===== config.mk =====
export PLATFORM = sky130hd
export DESIGN_NAME = jk_excitation_driver
export DESIGN_NICKNAME = d
export VERILOG_FILES = /design/src/rtl/jk_excitation_driver.sv
export SDC_FILE = /design/constraint.sdc
export NUM_CORES = 1
export LEC_CHECK = 0
export ABC_AREA = 0
export BUFFER_PORTS_ARGS = -buffer_cell sky130_fd_sc_hd__buf_2
export CAP_MARGIN = 20
export CORE_MARGIN = 3
export CORE_UTILIZATION = 37
export CTS_CLUSTER_SIZE = 28
export DETAILED_ROUTE_END_ITERATION = 10
export PLACE_DENSITY = 0.6
export SLEW_MARGIN = 20
export SYNTH_ARGS = -nofsm -noshare
export SYNTH_HDL_FRONTEND = slang
export SYNTH_SLANG_ARGS = --single-unit

===== constraint.sdc =====
create_clock -name clk -period 1.34 [get_ports clk]
set_input_delay 0.201 -clock clk [delete_from_list [all_inputs] [get_ports clk]]
set_output_delay 0.201 -clock clk [all_outputs]
set_load 0.02 [all_outputs]

===== src/rtl/jk_excitation_driver.sv =====
// jk_excitation_driver
//   Drives a W-bit bank of external JK flip-flops to a requested target word.
//   Per bit, J/K come from the JK excitation table applied to the bank state
//   read back on q_fb. After each drive pulse the bank is compared with the
//   target. On a mismatch the block drives again, up to MAX_RETRY extra times.
//
// Ports
//   clk, rst_n          clock, asynchronous active-low reset
//   in_valid/in_ready   target handshake (in_ready is high only in IDLE)
//   in_target [W]       requested bank state
//   q_fb [W]            current Q of the external bank
//   j, k [W]            registered J/K drive to the bank
//   out_valid/out_ready result handshake
//   out_err             target not reached after all attempts
//   out_retries         extra attempts used (0 = first drive succeeded)

// One bit of the excitation table. Don't-care entries are resolved by MODE:
//   MODE 0 gives set/reset (J=t, K=~t), and MODE 1 gives toggle (J=K=1).
module jk_excite_lane #(
  parameter int MODE = 0
) (
  input  logic q,
  input  logic t,
  output logic j,
  output logic k
);
  always_comb begin
    j = 1'b0;
    k = 1'b0;
    if (q != t) begin
      if (MODE == 0) begin
        j = t;
        k = ~t;
      end else begin
        j = 1'b1;
        k = 1'b1;
      end
    end
  end
endmodule

module jk_excitation_driver #(
  parameter int W         = 4,
  parameter int MODE      = 0,
  parameter int MAX_RETRY = 2,
  localparam int RW       = (MAX_RETRY > 0) ? $clog2(MAX_RETRY + 1) : 1
) (
  input  logic          clk,
  input  logic          rst_n,
  input  logic          in_valid,
  output logic          in_ready,
  input  logic [W-1:0]  in_target,
  input  logic [W-1:0]  q_fb,
  output logic [W-1:0]  j,
  output logic [W-1:0]  k,
  output logic          out_valid,
  input  logic          out_ready,
  output logic          out_err,
  output logic [RW-1:0] out_retries
);

  typedef enum logic [1:0] {IDLE, DRIVE, CHECK, RESP} state_t;

  state_t         state, state_nx;
  logic [W-1:0]   tgt, tgt_nx;
  logic [RW-1:0]  retry, retry_nx;
  logic           err_nx;
  logic [W-1:0]   j_nx, k_nx;
  logic [W-1:0]   exc_tgt, j_ex, k_ex;

  // In IDLE the excitation is computed against the incoming word, because it
  // is registered on the same edge the word is latched. Later (retries) it
  // uses the stored target.
  assign exc_tgt = (state == IDLE) ? in_target : tgt;

  for (genvar i = 0; i < W; i++) begin : g_lane
    jk_excite_lane #(.MODE(MODE)) u_lane (
      .q (q_fb[i]),
      .t (exc_tgt[i]),
      .j (j_ex[i]),
      .k (k_ex[i])
    );
  end

  // Status outputs decode straight from the state register. Reset therefore
  // drops out_valid at once, together with j/k.
  assign in_ready    = (state == IDLE);
  assign out_valid   = (state == RESP);
  assign out_retries = retry;

  always_comb begin
    state_nx = state;
    tgt_nx   = tgt;
    retry_nx = retry;
    err_nx   = out_err;
    // j/k are non-zero only for the single DRIVE cycle after they are loaded.
    j_nx     = '0;
    k_nx     = '0;
    case (state)
      IDLE: begin
        if (in_valid) begin
          tgt_nx   = in_target;
          retry_nx = '0;
          j_nx     = j_ex;
          k_nx     = k_ex;
          state_nx = DRIVE;
        end
      end
      DRIVE: begin
        // The bank samples j/k at this closing edge.
        state_nx = CHECK;
      end
      CHECK: begin
        if (q_fb == tgt) begin
          err_nx   = 1'b0;
          state_nx = RESP;
        end else if (retry < RW'(MAX_RETRY)) begin
          retry_nx = retry + RW'(1);
          j_nx     = j_ex;
          k_nx     = k_ex;
          state_nx = DRIVE;
        end else begin
          err_nx   = 1'b1;
          state_nx = RESP;
        end
      end
      RESP: begin
        if (out_ready) state_nx = IDLE;
      end
      default: state_nx = IDLE;
    endcase
  end

  always_ff @(posedge clk or negedge rst_n) begin
    if (!rst_n) begin
      state   <= IDLE;
      tgt     <= '0;
      retry   <= '0;
      out_err <= 1'b0;
      j       <= '0;
      k       <= '0;
    end else begin
      state   <= state_nx;
      tgt     <= tgt_nx;
      retry   <= retry_nx;
      out_err <= err_nx;
      j       <= j_nx;
      k       <= k_nx;
    end
  end

endmodule


==> results of run 1 <==
## logic make-up (layout without fill, tap and decap cells)
logic type	count (synthesis)	count (layout)	synth area share [%]
muxes	4	4	5.32
and+or+nand+nor	16	16	9.88
DFF	17	17	51.7
buffers and inverters	10	58	5.17
AOI/OAI and AO/OA	24	24	23.7
xor gates and xnor gates	4	4	4.25
## worst max-delay path: stages (launching register included)
cell and delay (ps):
dfrtp_2 450, buf_6 130, nor3b_4 210, o41ai_4 120
buf_4 190, a221oi_2 260
## final cells by class
cell class	count	area [um^2]	area share (%)
clock buffers	4	26.3	2.01
multi-input cells	48	447	34.2
flip-flops and latches	17	428	32.7
inverters	6	22.5	1.72
well taps	27	33.8	2.58
repair buffers	48	350	26.8
## metal layers
metal | vias up | wire length, um | track usage (%)
li1 | 365 | - | -
met4 | 0 | 51 | 10.2
met1 | 350 | 853 | 19.5
met3 | 4 | 92 | 2.54
met2 | 18 | 1010 | 26.0
met5 | - | 0 | 0
## state kept, by name, summed over array words and instances (netlist names)
name and cells:
out_retries 2, out_err 1, k 4, j 4, state 2, tgt 4
## cells in the final DEF (no fill, tap or decap), drive strengths merged, types with 2 or more instances in the layout
cell / n
dfrtp: 17
a221oi: 4
a211oi: 3
clkbuf: 4
a21oi: 3
o21ai: 5
xor2: 4
a21bo: 3
o41ai: 2
inv: 6
nand2: 9
buf: 47
nor2: 2
mux2: 3
## metrics by stage
| stage | power (mW) | utilization (%) |
|---|---|---|
| 2_1_floorplan | 1.70 | - |
| 5_1_grt | 3.29 | 64.0 |
| 3_5_place_dp | 2.28 | 53.2 |
| 6_report | 3.09 | 64.0 |
| 3_3_place_gp | 2.26 | 53.2 |
| 4_1_cts | 2.82 | 59.9 |
## repair_timing
item                                    CTS  global route
hold buffers                              1             0
setup buffers                             2             5
endpoints found under the setup margin   17            17
pin swaps                                 5             2
endpoints found under the hold margin    17             0
gates resized for setup                  18            14
## power breakdown
group          internal, mW  switching, mW
Sequential            0.708          0.158
Combinational          1.03          0.924
Clock                 0.116          0.162
Total                  1.85           1.24
## worst max path at each step
stage	startpoint	end	cells after the start
after floorplan	tgt[0]	j[0]	3
final	state[0]	j[3]	5
after global placement	tgt[3]	out_retries[1]	5
after CTS	tgt[0]	out_retries[0]	4
after global routing	tgt[3]	state[1]	4
after detailed placement	tgt[1]	j[0]	4
==> flow_summary.toml, run 1 <==
[outcome]
status = "complete, but fails checks"
violations = "setup timing"

[clock_network]
cts_made_buffers = 3
cts-root-buf = "clkbuf_4"
path_clk_slew_ps = 100
clkSinkCount = 17
cts_tree = "done"
clk_path_buf_depth = 2
insertion_delay_ps = 290
htreeDepth = 1

[sta]
worst_hold_slack_ps = 95.6
tns_ps = -1090
grt_setup_unrepaired = "true"
hold_viol = 0
setup_viol = 16
slew_viol_final = 0
timing.slew.headroom_pct = 73.0
clock.fmax_mhz = 693
fin_crit_sh_pct = 108
layout_setup_ws_ps = -102
min_period_ps = 1440
clock_skew_ps = 0.416
worst_slew_pin_slew_ps = 401

[worst_hold_path]
hold_path_depth = 2
min-delay-start = "out_ready"
holdPathEnd = "state[0]"
hold_path_class = "input port to register"

[power]
vdd_ir_drop_max_v = 0.00135
p_leak_nw = 0.627
p_per_area_mw_per_mm2 = 2370

[drt]
drt-pass1-iter-count = 3
remaining_drc_errors = 0
vias_per_cell = 4.91
vias = 737
wl_per_cell_um = 13.4
antenna_left = 0
drt-total-wl_um = 2010
drt_first_iter_violations = 6

[global_route]
gr-total-overflow = 0
grt_pass1_vias = 724
antenna_found_initial = 0
grt_usage_pct = 16.0
grt_max_degree = 18
grt_pass1_wl_um = 3220

[synth]
yosysWarnings = 0
synth_top_area_share_pct = 51.7
synthArstFlopShare_pct = 100
syn_avg_cell_area_um2 = 11.0
synth_edf_count = 0
ys_types = 25
yosys_most_used_dff = "dfrtp_1"
synthTopCellsByCount = "dfrtp_1 (17), nand2_1 (9), inv_1 (6)"
ys_seq_area_share_pct = 51.7
syn_nets = 87
syn-cell-area_um2 = 823
yosys.cell_count.top_type = "dfrtp_1"
synthTopCellsByArea = "dfrtp_1 (52%), a221oi_1 (4.3%), xor2_1 (4.3%)"
synth_top_area_cell = "dfrtp_1"
postSynthCellCount = 75
synth_seq_cells = 17

[cells_and_area]
n_antenna_cell = 0
fin_nets = 136
final_cell_area_mm2 = 0.00131
area_growth_pct = 58.8
drive_above_1_share_pct = 61.0
fillers = 171
final_cells = 150

[critical_path]
arrival_ps = 1650
worstSetupEndpointType = "register"
cp.required_ps = 1540
rr_worst_depth = 5
critical_path_class = "register to register"
r2r_end = "j[3]"
cp-start-kind = "register"
critPathMaxFanout = 6
r2r-start = "state[0]"
regToRegSetupSlack_ps = -100

[die]
chipWidth_um = 53.2
coreArea_mm2 = 0.00204
placementRows = 16
io_pins = 25
initial_utilization_pct = 40.3
die_h_um = 53.2
dieArea_mm2 = 0.00283

[job]
drv_cap = 0

[placement]
hpwl_um = 1320
portBuffers = 24
dp.cells = 138
gp_congestion = 0.811
dp_slack_ps = -74.3
placed_cell_area_mm2 = 0.00109
(Power assumes the default switching activity.)
==> run 2: changes to the inputs <==
--- a/config.mk
+++ b/config.mk
@@ -8,6 +8,7 @@
 export ABC_AREA = 0
 export BUFFER_PORTS_ARGS = -buffer_cell sky130_fd_sc_hd__buf_2
 export CAP_MARGIN = 20
+export CORE_ASPECT_RATIO = 1.2
 export CORE_MARGIN = 3
 export CORE_UTILIZATION = 37
 export CTS_CLUSTER_SIZE = 28
==> run 2 against run 1 <==
The flow still finishes with violations (setup timing). Fmax is 2.1% higher. Combinational power is 2% higher. Sequential power is 2% lower. Flip-flop and latch count stayed put. Wire length is 4.9% lower. Via count is 0.41% lower. Power is 0.75% higher. First-iteration DRC count is 17% higher. Clock-buffer cell count stayed put. Critical path type unchanged.
==> flow_summary.toml, run 2 (same netlist as run 1, synthesis figures left out) <==
[drt]
drt-total-wl_um = 1910
drt_first_iter_violations = 7
wl_per_cell_um = 12.7
drt-pass1-iter-count = 3
remaining_drc_errors = 0
vias = 734
vias_per_cell = 4.89
antenna_left = 0

[cells_and_area]
fin_nets = 133
layout_commonest_cell = "buf_2"
drive_above_1_share_pct = 60.0
final_cell_area_mm2 = 0.00131
area_growth_pct = 59.6
n_antenna_cell = 0
top_regs = "j: 4 flops, k: 4 flops, tgt: 4 flops"
layout_common_cells = "buf_2 (22), dfrtp_1 (17), buf_4 (12)"

[outcome]
violations = "setup timing"
status = "complete, but fails checks"

[clock_network]
htreeDepth = 1
clkSinkCount = 17
clk_path_buf_depth = 2
insertion_delay_ps = 290
path_clk_slew_ps = 100
cts_tree = "done"
cts_made_buffers = 3
cts-root-buf = "clkbuf_4"

[critical_path]
critPathMaxStageDelay_ps = 430
worstPathCellList = "buf_4 -> o21ai_0 -> a21bo_2 -> a211oi_2"
cp.required_ps = 1560
worstSetupEndpointType = "register"
critPathMaxFanout = 4
worst_path_max_delay_cell = "dfrtp_1"
arrival_ps = 1630
cp-start-kind = "register"
critical_path_class = "register to register"

[sta]
worst_slew_pin_slew_ps = 397
tns_ps = -497
clock.fmax_mhz = 708
timing.slew.headroom_pct = 73.5
slew_viol_final = 0
clock_skew_ps = 1.50
fin_crit_sh_pct = 105
grt_setup_unrepaired = "true"
min_period_ps = 1410
setup_viol = 14
layout_setup_ws_ps = -72.2
hold_viol = 0

[power]
p_total_mw = 3.12
p_per_area_mw_per_mm2 = 2370
vdd_ir_drop_max_v = 0.00142
p_leak_nw = 0.627

[job]
drv_cap = 0

[global_route]
gr-total-overflow = 0
antenna_found_initial = 0
grt_pass1_wl_um = 3220
grt_usage_pct = 14.8
grt_max_degree = 18
grt_pass1_vias = 705

[die]
coreArea_mm2 = 0.00209
placementRows = 18
dieArea_mm2 = 0.00283
initial_utilization_pct = 39.3
io_pins = 25
chipWidth_um = 49.1
die_h_um = 57.7

[placement]
placed_cell_area_mm2 = 0.00108
portBuffers = 24
gp_congestion = 0.712
dp_slack_ps = -79.8
hpwl_um = 1330

[worst_hold_path]
hold_path_class = "input port to register"
run 2: cell count changes in the layout (fill, tap and decap cells not counted), moves of 2 or more:
| cell | before | now |
|---|---|---|
| buf_4 | 16 | 12 |
| buf_6 | 8 | 10 |
| dfrtp_1 | 15 | 17 |
| dfrtp_2 | 2 | 0 |
run 2: metrics by stage:
stage / util (%) / hold WS [ps] / std cells
CTS: 60.8 / 93.3 / 150
floorplan: - / -94.6 / 75
global placement: 51.4 / 146 / 139
finish: 62.7 / 90.6 / 150
global route: 62.7 / 100 / 150
detailed placement: 51.4 / 140 / 139
run 2: layout make-up:
type / count / area (um^2)
sequential: 17 / 425
inverter: 6 / 22.5
fill: 169 / 781
tap: 30 / 37.5
multi-input combinational: 48 / 479
timing repair buffer: 45 / 323
clock buffer: 4 / 26.3
run 2: repair_timing:
| item | CTS | global route |
|---|---|---|
| pin swaps | 8 | 8 |
| buffers inserted | 6 | 1 |
| setup endpoints to repair | 15 | 17 |
| hold buffers | 1 | 0 |
| hold endpoints to repair | 17 | 0 |
| cloned | 0 | 0 |
| resized for setup | 22 | 12 |
run 2: worst paths after layout:
kind                                     start             end  slack (ps)  cells after the start
min in group asynchronous                rst_n            k[0]         350                      2
worst min register to register  out_retries[0]  out_retries[0]         530                      1
worst max register to register        state[0]            k[3]         -70                      4
worst max-delay path                  state[0]            k[3]         -70                      4
max in group asynchronous                rst_n          tgt[2]         720                      2
worst min-delay path                 out_ready        state[0]          90                      2
run 2: critical path, delay by kind of cell, from the launching register on:
kind                   cells  cell delay, ps
AO/OA/AOI/OAI              3             740
buffers and inverters      1             160
flip-flops                 1             430
run 2: routing by layer:
| layer | track usage, % | up-vias | part of all wire (%) |
|---|---|---|---|
| met3 | 2.57 | 5 | 3.6 |
| met2 | 22.0 | 16 | 49 |
| li1 | - | 359 | - |
| met5 | 0 | - | 0 |
| met4 | 8.54 | 0 | 2.2 |
| met1 | 20.5 | 354 | 45 |
run 2: report_power, final:
part / switching (mW) / internal, mW
Clock: 0.163 / 0.116
Combinational: 0.979 / 1.01
Sequential: 0.150 / 0.702
Total: 1.29 / 1.83
==> run 3: changes to the inputs <==
--- a/config.mk
+++ b/config.mk
@@ -13,7 +13,8 @@
 export CORE_UTILIZATION = 37
 export CTS_CLUSTER_SIZE = 28
 export DETAILED_ROUTE_END_ITERATION = 10
-export PLACE_DENSITY = 0.6
+export PLACE_DENSITY = 0.58
+export SETUP_SLACK_MARGIN = 0.2
 export SLEW_MARGIN = 20
 export SYNTH_ARGS = -nofsm -noshare
 export SYNTH_HDL_FRONTEND = slang
==> constraint.sdc (replaced) <==
create_clock -name clk -period 1.5 [get_ports clk]
set_input_delay 0.225 -clock clk [delete_from_list [all_inputs] [get_ports clk]]
set_output_delay 0.225 -clock clk [all_outputs]
set_load 0.02 [all_outputs]
==> run 3 against run 2 <==
The flow now finishes without violations. Flip-flop and latch count is the same. Critical path depth is the same. Utilization shrank 4.9 points. Fmax shrank 2.4%. Critical endpoint is now out_retries[0].
==> flow_summary.toml, run 3 (same netlist as run 1, synthesis figures left out) <==
[clock_network]
clkSinkCount = 17
cts-root-buf = "clkbuf_4"
path_clk_slew_ps = 100
insertion_delay_ps = 280
cts_made_buffers = 3
clk_path_buf_depth = 2
cts_tree = "done"
htreeDepth = 1

[global_route]
grt_pass1_vias = 724
grt_max_degree = 18
grt_pass1_wl_um = 3130
grt_usage_pct = 14.3
use_met1_pct = 16.6
grtUsageMet3_pct = 2.57
antenna_found_initial = 0
gr-total-overflow = 0
grt_use_met2_pct = 24.7
busiest_layer = "met2"

[sta]
min_period_ps = 1450
setup_viol = 0
worst_hold_slack_ps = 122
fin_crit_sh_pct = 96.4
clock.fmax_mhz = 691
layout_setup_ws_ps = 53.7
clock_skew_ps = 6.83
worst_slew_pin_slew_ps = 495
hold_viol = 0
grt_setup_unrepaired = "true"
slew_viol_final = 0
timing.slew.headroom_pct = 66.7

[cells_and_area]
layout_commonest_cell = "buf_2"
utilization_pct = 57.8
layout_common_cells = "buf_2 (23), dfrtp_1 (15), nand2_1 (8), buf_6 (8), buf_4 (8)"
top_regs = "j: 4 flops, k: 4 flops, tgt: 4 flops"
drive_above_1_share_pct = 53.9
area_growth_pct = 47.1
fin_nets = 128
n_antenna_cell = 0
fillers = 193
final_cell_area_mm2 = 0.00121

[die]
placementRows = 18
die_h_um = 57.7
dieArea_mm2 = 0.00283
io_pins = 25
coreArea_mm2 = 0.00209
initial_utilization_pct = 39.3
chipWidth_um = 49.1

[critical_path]
rr_worst_depth = 4
worstPathCellList = "xor2_2 -> o41ai_4 -> buf_6 -> mux2i_1"
cp-start-kind = "register"
regToRegSetupSlack_ps = 50
crit_start = "tgt[1]"
r2r-start = "tgt[1]"
arrival_ps = 1650
r2r_end = "out_retries[0]"
critical_path_class = "register to register"
worst_path_max_delay_cell = "dfrtp_1"
critical_path.endpoint = "out_retries[0]"
cp.required_ps = 1710
critPathMaxStageDelay_ps = 440
worstSetupEndpointType = "register"
critPathMaxFanout = 5

[worst_hold_path]
min-delay-start = "out_ready"
hold_path_class = "input port to register"

[placement]
gp_congestion = 0.723
hpwl_um = 1290
placed_cell_area_mm2 = 0.00102
portBuffers = 24
dp_slack_ps = 75.3

[drt]
vias = 745
wl_per_cell_um = 13.3
drt-pass1-iter-count = 4
drt_first_iter_violations = 11
vias_per_cell = 5.14
drt-total-wl_um = 1920
remaining_drc_errors = 0
antenna_left = 0

[power]
p_total_mw = 2.53
vdd_ir_drop_max_v = 0.00108
p_leak_nw = 0.592
p_per_area_mw_per_mm2 = 2090

[job]
drv_cap = 0

[outcome]
status = "complete, no violations"
==> run 3: cell types whose count changed in the layout (fill, tap and decap cells not counted), sizes merged <==
cell | previous run | this run
buf | 44 | 39
==> run 3: how the worst min path moves through the flow <==
stage               end  slack, ps  cells past startpoint
2_1_floorplan      j[0]        -70                      0
3_3_place_gp       k[0]        170                      1
3_5_place_dp       k[1]        170                      1
4_1_cts        state[0]        110                      2
5_1_grt            j[3]        140                      2
6_report       state[0]        120                      2
==> run 3: per-stage QoR <==
step | instances | setup TNS [ps]
6_report | 145 | 0
5_1_grt | 145 | -54.2
4_1_cts | 144 | 0
3_5_place_dp | 132 | 0
3_3_place_gp | 132 | 0
2_1_floorplan | 75 | 0
==> run 3: what timing repair did <==
action / in CTS / in global routing
buffers inserted: 6 / 1
resized for setup: 11 / 16
hold buffers: 1 / 0
pin swaps: 3 / 3
hold endpoints to repair: 17 / 0
cloned: 1 / 0
endpoints found under the setup margin: 17 / 18
==> run 3: cell type report <==
type	instances	area, um^2	share of cell area, %
Clock buffer	4	26.3	2.17
Inverter	6	22.5	1.86
Multi-Input combinational cell	48	422	34.8
Sequential cell	17	428	35.3
Tap cell	30	37.5	3.10
Timing Repair Buffer	40	275	22.7
==> run 3: worst max-delay path: cells and delay by family (launching register included) <==
kind	cells	cell delay (ps)
muxes	1	180
AOI/OAI and AO/OA	1	380
buffers and inverters	1	170
DFF	1	440
xor gates and xnor gates	1	200
==> run 3: per-layer routing <==
layer | vias up | share of wire, %
met3 | 4 | 3.9
met1 | 372 | 42
met5 | - | 0
li1 | 349 | -
met4 | 0 | 1.9
met2 | 20 | 53
==> run 3: where the power goes <==
group          switching, mW  internal (mW)
Combinational          0.740          0.766
Clock                  0.137          0.103
Sequential             0.152          0.633
Total                   1.03           1.50
